==> src/rtl/bs_share_ctrl_pkg.sv <==
// Shared definitions for the barrel-shifter sharing controller:
// state encoding, default widths and requester IDs.
package bs_share_ctrl_pkg;

  localparam int SW_DEF = 26;
  localparam int EW_DEF = 8;

  localparam logic ID_ALIGN = 1'b0;
  localparam logic ID_NORM  = 1'b1;

  typedef enum logic [1:0] {
    ST_IDLE = 2'd0,
    ST_LOAD = 2'd1,
    ST_RESP = 2'd2
  } state_e;

endpackage

==> src/rtl/bs_share_ctrl_if.sv <==
// Request, shifter and response signals of bs_share_ctrl.
// The slave modport is the controller's view, master is the environment's.
interface bs_share_ctrl_if #(
  parameter int SW = 26,
  parameter int EW = 8
) ();

  logic          req0_valid_i;
  logic          req0_ready_o;
  logic [SW-1:0] req0_data_i;
  logic [EW-1:0] req0_shift_i;
  logic          req0_left_right_i;

  logic          req1_valid_i;
  logic          req1_ready_o;
  logic [SW-1:0] req1_data_i;
  logic [EW-1:0] req1_shift_i;
  logic          req1_left_right_i;

  logic          bs_load_o;
  logic [SW-1:0] bs_data_o;
  logic [EW-1:0] bs_shift_o;
  logic          bs_left_right_o;
  logic [SW-1:0] bs_result_i;

  logic          rsp_valid_o;
  logic          rsp_ready_i;
  logic          rsp_id_o;
  logic [SW-1:0] rsp_data_o;

  modport slave (
    input  req0_valid_i, req0_data_i, req0_shift_i, req0_left_right_i,
    output req0_ready_o,
    input  req1_valid_i, req1_data_i, req1_shift_i, req1_left_right_i,
    output req1_ready_o,
    output bs_load_o, bs_data_o, bs_shift_o, bs_left_right_o,
    input  bs_result_i,
    output rsp_valid_o, rsp_id_o, rsp_data_o,
    input  rsp_ready_i
  );

  modport master (
    output req0_valid_i, req0_data_i, req0_shift_i, req0_left_right_i,
    input  req0_ready_o,
    output req1_valid_i, req1_data_i, req1_shift_i, req1_left_right_i,
    input  req1_ready_o,
    input  bs_load_o, bs_data_o, bs_shift_o, bs_left_right_o,
    output bs_result_i,
    input  rsp_valid_o, rsp_id_o, rsp_data_o,
    output rsp_ready_i
  );

endinterface

==> src/rtl/bs_share_ctrl_rr_arb2.sv <==
// Two-way round-robin arbiter: one-hot grant from a valid pair,
// favouring the port not granted last; history moves only on advance.
module rr_arb2 (
  input  logic       clk,
  input  logic       rst,
  input  logic [1:0] valid,
  input  logic       advance,
  output logic [1:0] grant
);

  logic last_grant_r;

  // Grant: a lone valid wins outright, a tie goes to the other port
  always_comb begin
    grant = 2'b00;
    if (valid == 2'b11) begin
      grant = last_grant_r ? 2'b01 : 2'b10;
    end else begin
      grant = valid;
    end
  end

  // Grant history; reset to port 1 so port 0 wins the first tie
  always_ff @(posedge clk) begin
    if (rst) begin
      last_grant_r <= 1'b1;
    end else if (advance) begin
      last_grant_r <= grant[1];
    end else begin
      last_grant_r <= last_grant_r;
    end
  end

endmodule

==> src/rtl/bs_share_ctrl.sv <==
// Shares one registered barrel shifter between the alignment (port 0) and
// normalization (port 1) stages: arbitrate, latch operands, load, respond.
module bs_share_ctrl
  import bs_share_ctrl_pkg::*;
#(
  parameter int SW = SW_DEF,
  parameter int EW = EW_DEF
) (
  input  logic           clk,
  input  logic           rst,
  bs_share_ctrl_if.slave bus
);

  localparam logic [EW-1:0] SHIFT_MAX = EW'(SW);

  state_e        state_r;
  logic          load_r;
  logic          rsp_valid_r;
  logic [SW-1:0] data_r;
  logic [EW-1:0] shift_r;
  logic          lr_r;
  logic          id_r;

  logic [1:0]    valid_s;
  logic [1:0]    grant_s;
  logic          idle_s;
  logic          accept_s;
  logic [SW-1:0] sel_data_s;
  logic [EW-1:0] sel_shift_raw_s;
  logic [EW-1:0] sel_shift_s;
  logic          sel_lr_s;

  assign valid_s  = {bus.req1_valid_i, bus.req0_valid_i};
  assign idle_s   = (state_r == ST_IDLE);
  assign accept_s = idle_s & (valid_s != 2'b00);

  rr_arb2 u_arb (
    .clk     (clk),
    .rst     (rst),
    .valid   (valid_s),
    .advance (accept_s),
    .grant   (grant_s)
  );

  assign bus.req0_ready_o = idle_s & grant_s[0];
  assign bus.req1_ready_o = idle_s & grant_s[1];

  // Winning operand set; shifts beyond the mantissa width saturate at SW
  always_comb begin
    sel_data_s      = bus.req0_data_i;
    sel_shift_raw_s = bus.req0_shift_i;
    sel_lr_s        = bus.req0_left_right_i;
    sel_shift_s     = {EW{1'b0}};
    if (grant_s[1]) begin
      sel_data_s      = bus.req1_data_i;
      sel_shift_raw_s = bus.req1_shift_i;
      sel_lr_s        = bus.req1_left_right_i;
    end else begin
      sel_data_s      = bus.req0_data_i;
      sel_shift_raw_s = bus.req0_shift_i;
      sel_lr_s        = bus.req0_left_right_i;
    end
    if (sel_shift_raw_s > SHIFT_MAX) begin
      sel_shift_s = SHIFT_MAX;
    end else begin
      sel_shift_s = sel_shift_raw_s;
    end
  end

  // Controller FSM with operand latches and registered strobes
  always_ff @(posedge clk) begin
    if (rst) begin
      state_r     <= ST_IDLE;
      load_r      <= 1'b0;
      rsp_valid_r <= 1'b0;
      data_r      <= {SW{1'b0}};
      shift_r     <= {EW{1'b0}};
      lr_r        <= 1'b0;
      id_r        <= ID_ALIGN;
    end else begin
      case (state_r)
        ST_IDLE: begin
          if (accept_s) begin
            data_r  <= sel_data_s;
            shift_r <= sel_shift_s;
            lr_r    <= sel_lr_s;
            id_r    <= grant_s[1] ? ID_NORM : ID_ALIGN;
            load_r  <= 1'b1;
            state_r <= ST_LOAD;
          end else begin
            state_r <= ST_IDLE;
          end
        end
        ST_LOAD: begin
          load_r      <= 1'b0;
          rsp_valid_r <= 1'b1;
          state_r     <= ST_RESP;
        end
        ST_RESP: begin
          if (bus.rsp_ready_i) begin
            rsp_valid_r <= 1'b0;
            state_r     <= ST_IDLE;
          end else begin
            state_r <= ST_RESP;
          end
        end
        default: begin
          load_r      <= 1'b0;
          rsp_valid_r <= 1'b0;
          state_r     <= ST_IDLE;
        end
      endcase
    end
  end

  assign bus.bs_load_o       = load_r;
  assign bus.bs_data_o       = data_r;
  assign bus.bs_shift_o      = shift_r;
  assign bus.bs_left_right_o = lr_r;

  assign bus.rsp_valid_o = rsp_valid_r;
  assign bus.rsp_id_o    = id_r;
  assign bus.rsp_data_o  = bus.bs_result_i;

endmodule

==> src/flat_wrapper.sv <==
// flat-port wrapper written by rule: the top's interface ports become plain ports
module bs_share_ctrl_flat import bs_share_ctrl_pkg::*;
#(
  parameter int SW = SW_DEF,
  parameter int EW = EW_DEF
)
  (clk, rst, bus_req0_valid_i, bus_req0_data_i, bus_req0_shift_i, bus_req0_left_right_i, bus_req0_ready_o, bus_req1_valid_i, bus_req1_data_i, bus_req1_shift_i, bus_req1_left_right_i, bus_req1_ready_o, bus_bs_load_o, bus_bs_data_o, bus_bs_shift_o, bus_bs_left_right_o, bus_bs_result_i, bus_rsp_valid_o, bus_rsp_id_o, bus_rsp_data_o, bus_rsp_ready_i);
  bs_share_ctrl_if #(.SW(SW), .EW(EW)) bus_i ();
  input  logic clk;
  input  logic rst;
  input wire logic [$bits(bus_i.req0_valid_i)-1:0] bus_req0_valid_i;
  input wire logic [$bits(bus_i.req0_data_i)-1:0] bus_req0_data_i;
  input wire logic [$bits(bus_i.req0_shift_i)-1:0] bus_req0_shift_i;
  input wire logic [$bits(bus_i.req0_left_right_i)-1:0] bus_req0_left_right_i;
  output wire logic [$bits(bus_i.req0_ready_o)-1:0] bus_req0_ready_o;
  input wire logic [$bits(bus_i.req1_valid_i)-1:0] bus_req1_valid_i;
  input wire logic [$bits(bus_i.req1_data_i)-1:0] bus_req1_data_i;
  input wire logic [$bits(bus_i.req1_shift_i)-1:0] bus_req1_shift_i;
  input wire logic [$bits(bus_i.req1_left_right_i)-1:0] bus_req1_left_right_i;
  output wire logic [$bits(bus_i.req1_ready_o)-1:0] bus_req1_ready_o;
  output wire logic [$bits(bus_i.bs_load_o)-1:0] bus_bs_load_o;
  output wire logic [$bits(bus_i.bs_data_o)-1:0] bus_bs_data_o;
  output wire logic [$bits(bus_i.bs_shift_o)-1:0] bus_bs_shift_o;
  output wire logic [$bits(bus_i.bs_left_right_o)-1:0] bus_bs_left_right_o;
  input wire logic [$bits(bus_i.bs_result_i)-1:0] bus_bs_result_i;
  output wire logic [$bits(bus_i.rsp_valid_o)-1:0] bus_rsp_valid_o;
  output wire logic [$bits(bus_i.rsp_id_o)-1:0] bus_rsp_id_o;
  output wire logic [$bits(bus_i.rsp_data_o)-1:0] bus_rsp_data_o;
  input wire logic [$bits(bus_i.rsp_ready_i)-1:0] bus_rsp_ready_i;
  assign bus_i.req0_valid_i = bus_req0_valid_i;
  assign bus_i.req0_data_i = bus_req0_data_i;
  assign bus_i.req0_shift_i = bus_req0_shift_i;
  assign bus_i.req0_left_right_i = bus_req0_left_right_i;
  assign bus_req0_ready_o = bus_i.req0_ready_o;
  assign bus_i.req1_valid_i = bus_req1_valid_i;
  assign bus_i.req1_data_i = bus_req1_data_i;
  assign bus_i.req1_shift_i = bus_req1_shift_i;
  assign bus_i.req1_left_right_i = bus_req1_left_right_i;
  assign bus_req1_ready_o = bus_i.req1_ready_o;
  assign bus_bs_load_o = bus_i.bs_load_o;
  assign bus_bs_data_o = bus_i.bs_data_o;
  assign bus_bs_shift_o = bus_i.bs_shift_o;
  assign bus_bs_left_right_o = bus_i.bs_left_right_o;
  assign bus_i.bs_result_i = bus_bs_result_i;
  assign bus_rsp_valid_o = bus_i.rsp_valid_o;
  assign bus_rsp_id_o = bus_i.rsp_id_o;
  assign bus_rsp_data_o = bus_i.rsp_data_o;
  assign bus_i.rsp_ready_i = bus_rsp_ready_i;
  bs_share_ctrl #(.SW(SW), .EW(EW)) u_core (.clk(clk), .rst(rst), .bus(bus_i));
endmodule
==> config.mk <==
export PLATFORM = sky130hd
export DESIGN_NAME = bs_share_ctrl_flat
export DESIGN_NICKNAME = d
export VERILOG_FILES = /design/src/rtl/bs_share_ctrl_pkg.sv /design/src/rtl/bs_share_ctrl_if.sv /design/src/rtl/bs_share_ctrl_rr_arb2.sv /design/src/rtl/bs_share_ctrl.sv /design/src/flat_wrapper.sv
export SDC_FILE = /design/constraint.sdc
export NUM_CORES = 1
export LEC_CHECK = 0
export ABC_AREA = 1
export BUFFER_PORTS_ARGS = -buffer_cell sky130_fd_sc_hd__buf_2
export CAP_MARGIN = 20
export CORE_ASPECT_RATIO = 0.75
export CORE_MARGIN = 4
export CORE_UTILIZATION = 41
export CTS_CLUSTER_DIAMETER = 60
export DETAILED_ROUTE_END_ITERATION = 10
export HOLD_SLACK_MARGIN = 0.03
export PLACE_DENSITY = 0.83
export SYNTH_ARGS = -nofsm -noshare
export SYNTH_HDL_FRONTEND = slang
export SYNTH_SLANG_ARGS = --single-unit
==> constraint.sdc <==
create_clock -name clk -period 3.5 [get_ports clk]
set_input_delay 0.35 -clock clk [delete_from_list [all_inputs] [get_ports clk]]
set_output_delay 0.35 -clock clk [all_outputs]
set_load 0.02 [all_outputs]
Word level (Yosys, flattened, before mapping)
Index checks and enable logic that the tools add are counted.
{ "classes": {"reduce_logical": 5, "order_cmp": 1, "bitwise": 5, "mux": 14, "eq_ne": 5} }
{ "ops": {"columns": ["operator", "count"], "rows": [
  ["$mux 26", 1],
  ["$mux 8", 2],
  ["$gt 8x5->1 const B", 1],
  ["$mux 2", 3],
  ["$pmux 2 s3", 1],
  ["$reduce_and 2->1", 3],
  ["$mux 1", 5],
  ["$eq 2x2->1 const B", 2],
  ["$ne 2x2->1 const B", 2],
  ["$and 1x1->1", 3],
  ["$pmux 1 s3", 1],
  ["$eq 2x1->1 const B", 1],
  ["$logic_not 2->1", 1],
  ["$not 1->1", 2],
  ["$pmux 1 s2", 1],
  ["$reduce_bool 2->1", 1]
]} }
{ "word_totals": {"ff_bits": 41, "out_inout_bits": 66, "inputBits": 101} }

Longest topological paths before layout
{ "logic_depth": {"ltp_word": 5, "depth_mapped": 11, "ltp_nobuf": 10} }

By module
Synthesis repeated with hierarchy kept, for this count alone.
{ "unflattened": {"cells_unflattened": 282, "hier_area_um2": 2049.5} }
{ "modules_own_cells": {"columns": ["mod", "seq_area_each_um2", "cells_each", "area_each_um2", "instances"], "rows": [
  ["bs_share_ctrl", 800.8, 273, 1990.7, 1],
  ["rr_arb2", 20.0, 9, 58.8, 1]
]} }

Worst setup path after synthesis
OpenSTA, ideal clock, no wires.
{ "synth_path": {"path_type": "input port to output port", "startpoint": "input port bus_req0_valid_i", "endpoint": "output port bus_req1_ready_o", "n_path_buf": 2, "required_ns": 3.150, "slack_ns": 2.173, "arrival_ns": 0.977, "stages": 5, "cell_sequence": "nand2_2 nand2_2 buf_6 buf_6 nor2_2"} }
{ "synth_via": {"elab_chain_len": 3} }
{ "synth_lines": {"columns": ["element", "line_no", "text"], "rows": [
  ["start, declared", "flat_wrapper.sv:11", "input wire logic [$bits(bus_i.req0_valid_i)-1:0] bus_req0_valid_i;"],
  ["$eq 2x2->1", "bs_share_ctrl_rr_arb2.sv:16", "if (valid == 2'b11) begin"],
  ["$mux 2", "bs_share_ctrl_rr_arb2.sv:16", null],
  ["$and 1x1->1", "bs_share_ctrl.sv:46", "assign bus.req1_ready_o = idle_s & grant_s[1];"],
  ["end, declared", "flat_wrapper.sv:20", "output wire logic [$bits(bus_i.req1_ready_o)-1:0] bus_req1_ready_o;"]
]} }
No other way between the ends.

Worst setup path after layout
{ "layout_path": {"startpoint": "register u_core.state_r[1]", "endpoint": "register u_core.shift_r[1] (netlist: u_core.bus.bs_shift_o[1])"} }
{ "layout_via": {"elab_chain_len": 3} }
{ "layout_lines": {"columns": ["element", "line_no", "text"], "rows": [
  ["start, declared", "bs_share_ctrl.sv:16", "state_e state_r;"],
  ["start signal, assigned", "bs_share_ctrl.sv:73", "state_r <= ST_IDLE;"],
  ["start signal, assigned", "bs_share_ctrl.sv:89", "state_r <= ST_LOAD;"],
  ["start signal, assigned", "bs_share_ctrl.sv:91", "state_r <= ST_IDLE;"],
  ["$logic_not 2->1 *", "bs_share_ctrl.sv:34, bs_share_ctrl.sv:81", null],
  ["$and 1x1->1", "bs_share_ctrl.sv:35", "assign accept_s = idle_s & (valid_s != 2'b00);"],
  ["$reduce_and 2->1 (no source line) *", null, null],
  ["end signal, assigned", "bs_share_ctrl.sv:77", "shift_r <= {EW{1'b0}};"],
  ["end signal, assigned", "bs_share_ctrl.sv:85", "shift_r <= sel_shift_s;"],
  ["end, declared", "bs_share_ctrl.sv:20", "logic [EW-1:0] shift_r;"]
]} }
Mark *: on every way between the ends. The rest lies on a longest branch, timed or not.
A chain may end at the register's enable or synchronous reset.

==> metrics.md <==
| Metric | Value |
|---|---|
| Clk slew on worst S/H paths | `70 ps` |
| Hold Path Stages | `2` |
| Clk buf depth | `2` |
| Max Freq | `0.514 GHz` |
| Final routed DRC violation total | `0` |
| Via count | `2020` |
| Final Slew Violations | `0` |
| Share of the synthesized area in the top cell type | `39.4%` |
| Initial antenna violation count | `0` |
| Port bufs | `114` |
| GR Overflow Total | `0` |
| Synth unique cells | `21` |
| Die area | `6300 µm²` |
| Per-cell routed wire length | `11.9 µm` |
| Clk root buf | `clkbuf_8` |
| CTS tree | `done` |
| Slew @ Worst Pin | `888 ps` |
| Worst path arrival time | `2130 ps` |
| Largest net degree at the start of global routing | `42` |
| Synth Register Bits | `41` |
| Detailed placement HPWL | `3720 µm` |
| Core area | `4900 µm²` |
| Synth area leaders | `dfxtp_1 (39%), nand2_1 (12%), buf_4 (9.7%)` |
| Worst setup SP type | `flip-flop` |
| Layout cell share with drive strength beyond 1 | `42.7%` |
| R2r setup slk | `1550 ps` |
| Via/cell ratio | `4.88` |
| Setup CP Type | `flip-flop to flip-flop` |
| Vias in the first global route | `1919` |
| Setup Skew | `3.85 ps` |
| H-tree depth | `2` |
| Reg-to-Reg End | `u_core.bus.bs_shift_o[1]` |
| Final nets | `454` |
| Register area share after synthesis | `39.4%` |
| Synth Net Count | `373` |
| Worst Reg-to-Reg Cells | `7` |
| Synthesized area per cell | `7.67 µm²` |
| Sink Count | `41` |
| Crit end category | `flip-flop` |
| Overall power | `1.26 mW` |
| # rows | `22` |
| Die Ht | `69.8 µm` |
| Headroom to the max-slew limit | `40.7%` |
| Wirelength, routed | `4950 µm` |
| Final setup viols | `0` |
| Status | `finished, final reports clean` |
| Initial Utilization | `42.6%` |
| Die W | `90.4 µm` |
| Setup Total Neg Slack | `0 ps` |
| Total GRT Usage | `15.4%` |
| Tcrit/Tclk final | `55.6%` |
| Leading area contributor after synthesis | `dfxtp_1` |
| RSZ-0062 raised after global routing | `false` |
| # hold bufs at CTS | `0` |
| Hold Startpoint | `rst` |
| RR Startpoint | `u_core.state_r[1]` |
| Pwr Density | `491 nW/µm²` |
| # IOs | `167` |
| Maximum fanout along the worst path | `41` |
| Iter 0 DRT Violations | `78` |
| Minimum clock period | `1950 ps` |
| Final hold violation count | `0` |
| Setup bufs post-CTS | `0` |
| CTS Buf Count | `5` |
| Pleak | `1.29 nW` |
| Req. time, crit path | `3680 ps` |
| Hold Path End | `u_core.bus.bs_load_o` |
| Worst skew pair latency | `280 ps` |
| PostCTS Resize Cnt | `0` |
| Routability cong. | `0.759` |
| Area Growth Syn to Fin | `22.7%` |
| ANT nets after route | `0` |
| Max Cap Viol | `0` |
| Diode count | `0` |
| Pre-Repair DR Iteration Count | `4` |
| Number of fill cells | `497` |
| Global-route wire length before repair | `8280 µm` |
| Synthesized area | `2090 µm²` |
| Hold Path Class | `primary input to flip-flop` |
| Syn. warnings | `0` |
| Syn Inst Count | `272` |
| Worst IR Drop VDD | `0.212 mV` |
## metrics by stage
stage / instance area (µm²) / util (%) / cells / hold WS (ps) / setup WS, ps
finish: 2560 / 52.2 / 414 / 326 / 1550
global route: 2560 / 52.2 / 414 / 318 / 1350
CTS: 2560 / 52.2 / 414 / 310 / 1540
detailed placement: 2440 / 49.9 / 406 / 432 / 1510
global placement: 2440 / 49.9 / 406 / 431 / 1520
floorplan: 2090 / - / 272 / 419 / 2170
## cell usage in the layout (no fill, tap or decap), types with 5 or more instances in the layout
master,synthesis,final
o21ai_1,5,5
inv_1,13,13
clkbuf_8,0,6
nand2_1,68,68
nor2_1,12,12
o21ai_0,30,30
buf_2,8,114
nand2_2,13,13
nand3_1,6,6
dfxtp_1,41,41
a31oi_2,10,10
a31oi_1,18,18
a21oi_1,6,6
## state kept, by name (all words and copies together), names as in the netlist
| signal | flops |
|---|---|
| u_core.bus.bs_load_o | 1 |
| u_core.u_arb.last_grant_r | 1 |
| u_core.state_r | 2 |
| u_core.bus.rsp_id_o | 1 |
| u_core.bus.bs_data_o | 26 |
| u_core.bus.bs_left_right_o | 1 |
| u_core.bus.rsp_valid_o | 1 |
| u_core.bus.bs_shift_o | 8 |
## worst max-delay path by stage
stage	start	endpoint	slack, ps	cells after the start
global placement	bus_req1_valid_i	u_core.bus.bs_shift_o[1]	1520	7
detailed placement	bus_req1_valid_i	u_core.bus.bs_shift_o[1]	1510	7
global route	u_core.state_r[0]	u_core.bus.bs_data_o[23]	1350	6
floorplan	bus_req0_valid_i	bus_req1_ready_o	2170	5
CTS	u_core.state_r[1]	u_core.bus.bs_shift_o[1]	1540	7
finish	u_core.state_r[1]	u_core.bus.bs_shift_o[1]	1550	7
## Yosys cell counts
cell type and number:
a31oi_2 10, inv_2 1, nand2_2 13, buf_12 1, nor2_2 3, a31oi_1 18, a21oi_1 6, buf_6 3
o21ai_0 30, o21ai_1 5, o211ai_1 2, nand3_1 6, nor2_1 12, buf_4 27, clkbuf_1 3, nand2_1 68
nand3b_1 1, inv_1 13, dfxtp_1 41, buf_2 8, o21ai_2 1
## worst max-delay path: stages, from the launching register on
cell and delay, ps:
dfxtp_1 320, inv_1 120, nand2_1 130, nor2_4 520, buf_4 440, nand3_1 120, o21ai_1 140, inv_1 50
## final cells by class
| class | count | area (µm²) | share of cell area (%) |
|---|---|---|---|
| Multi-Input combinational cell | 175 | 910 | 35.5 |
| Sequential cell | 41 | 821 | 32.1 |
| Timing Repair Buffer | 116 | 586 | 22.9 |
| Clock buffer | 7 | 86.3 | 3.37 |
| Tap cell | 60 | 75.1 | 2.93 |
| Inverter | 14 | 52.6 | 2.05 |
| Clock inverter | 1 | 30.0 | 1.17 |
## power by group
group	switching, mW	total (mW)	internal, mW
Sequential	0.0249	0.545	0.520
Combinational	0.211	0.332	0.121
Clock	0.149	0.381	0.232
## cell families (layout without fill, tap and decap cells)
logic type | after synthesis | count (layout) | share of synthesized area [%]
flip-flops | 41 | 41 | 39.4
AO/OA/AOI/OAI | 72 | 72 | 22.4
buffers and inverters | 56 | 138 | 17.3
AND/OR/NAND/NOR | 103 | 103 | 21.0
## routing by layer
| layer | up-vias | global-route usage [%] | routed length, µm |
|---|---|---|---|
| met5 | - | 0 | 0 |
| met4 | 0 | 5.26 | 61 |
| met3 | 12 | 4.01 | 400 |
| met2 | 84 | 26.8 | 2330 |
| met1 | 885 | 18.5 | 2160 |
| li1 | 1039 | - | - |
(Power assumes the default switching activity.)
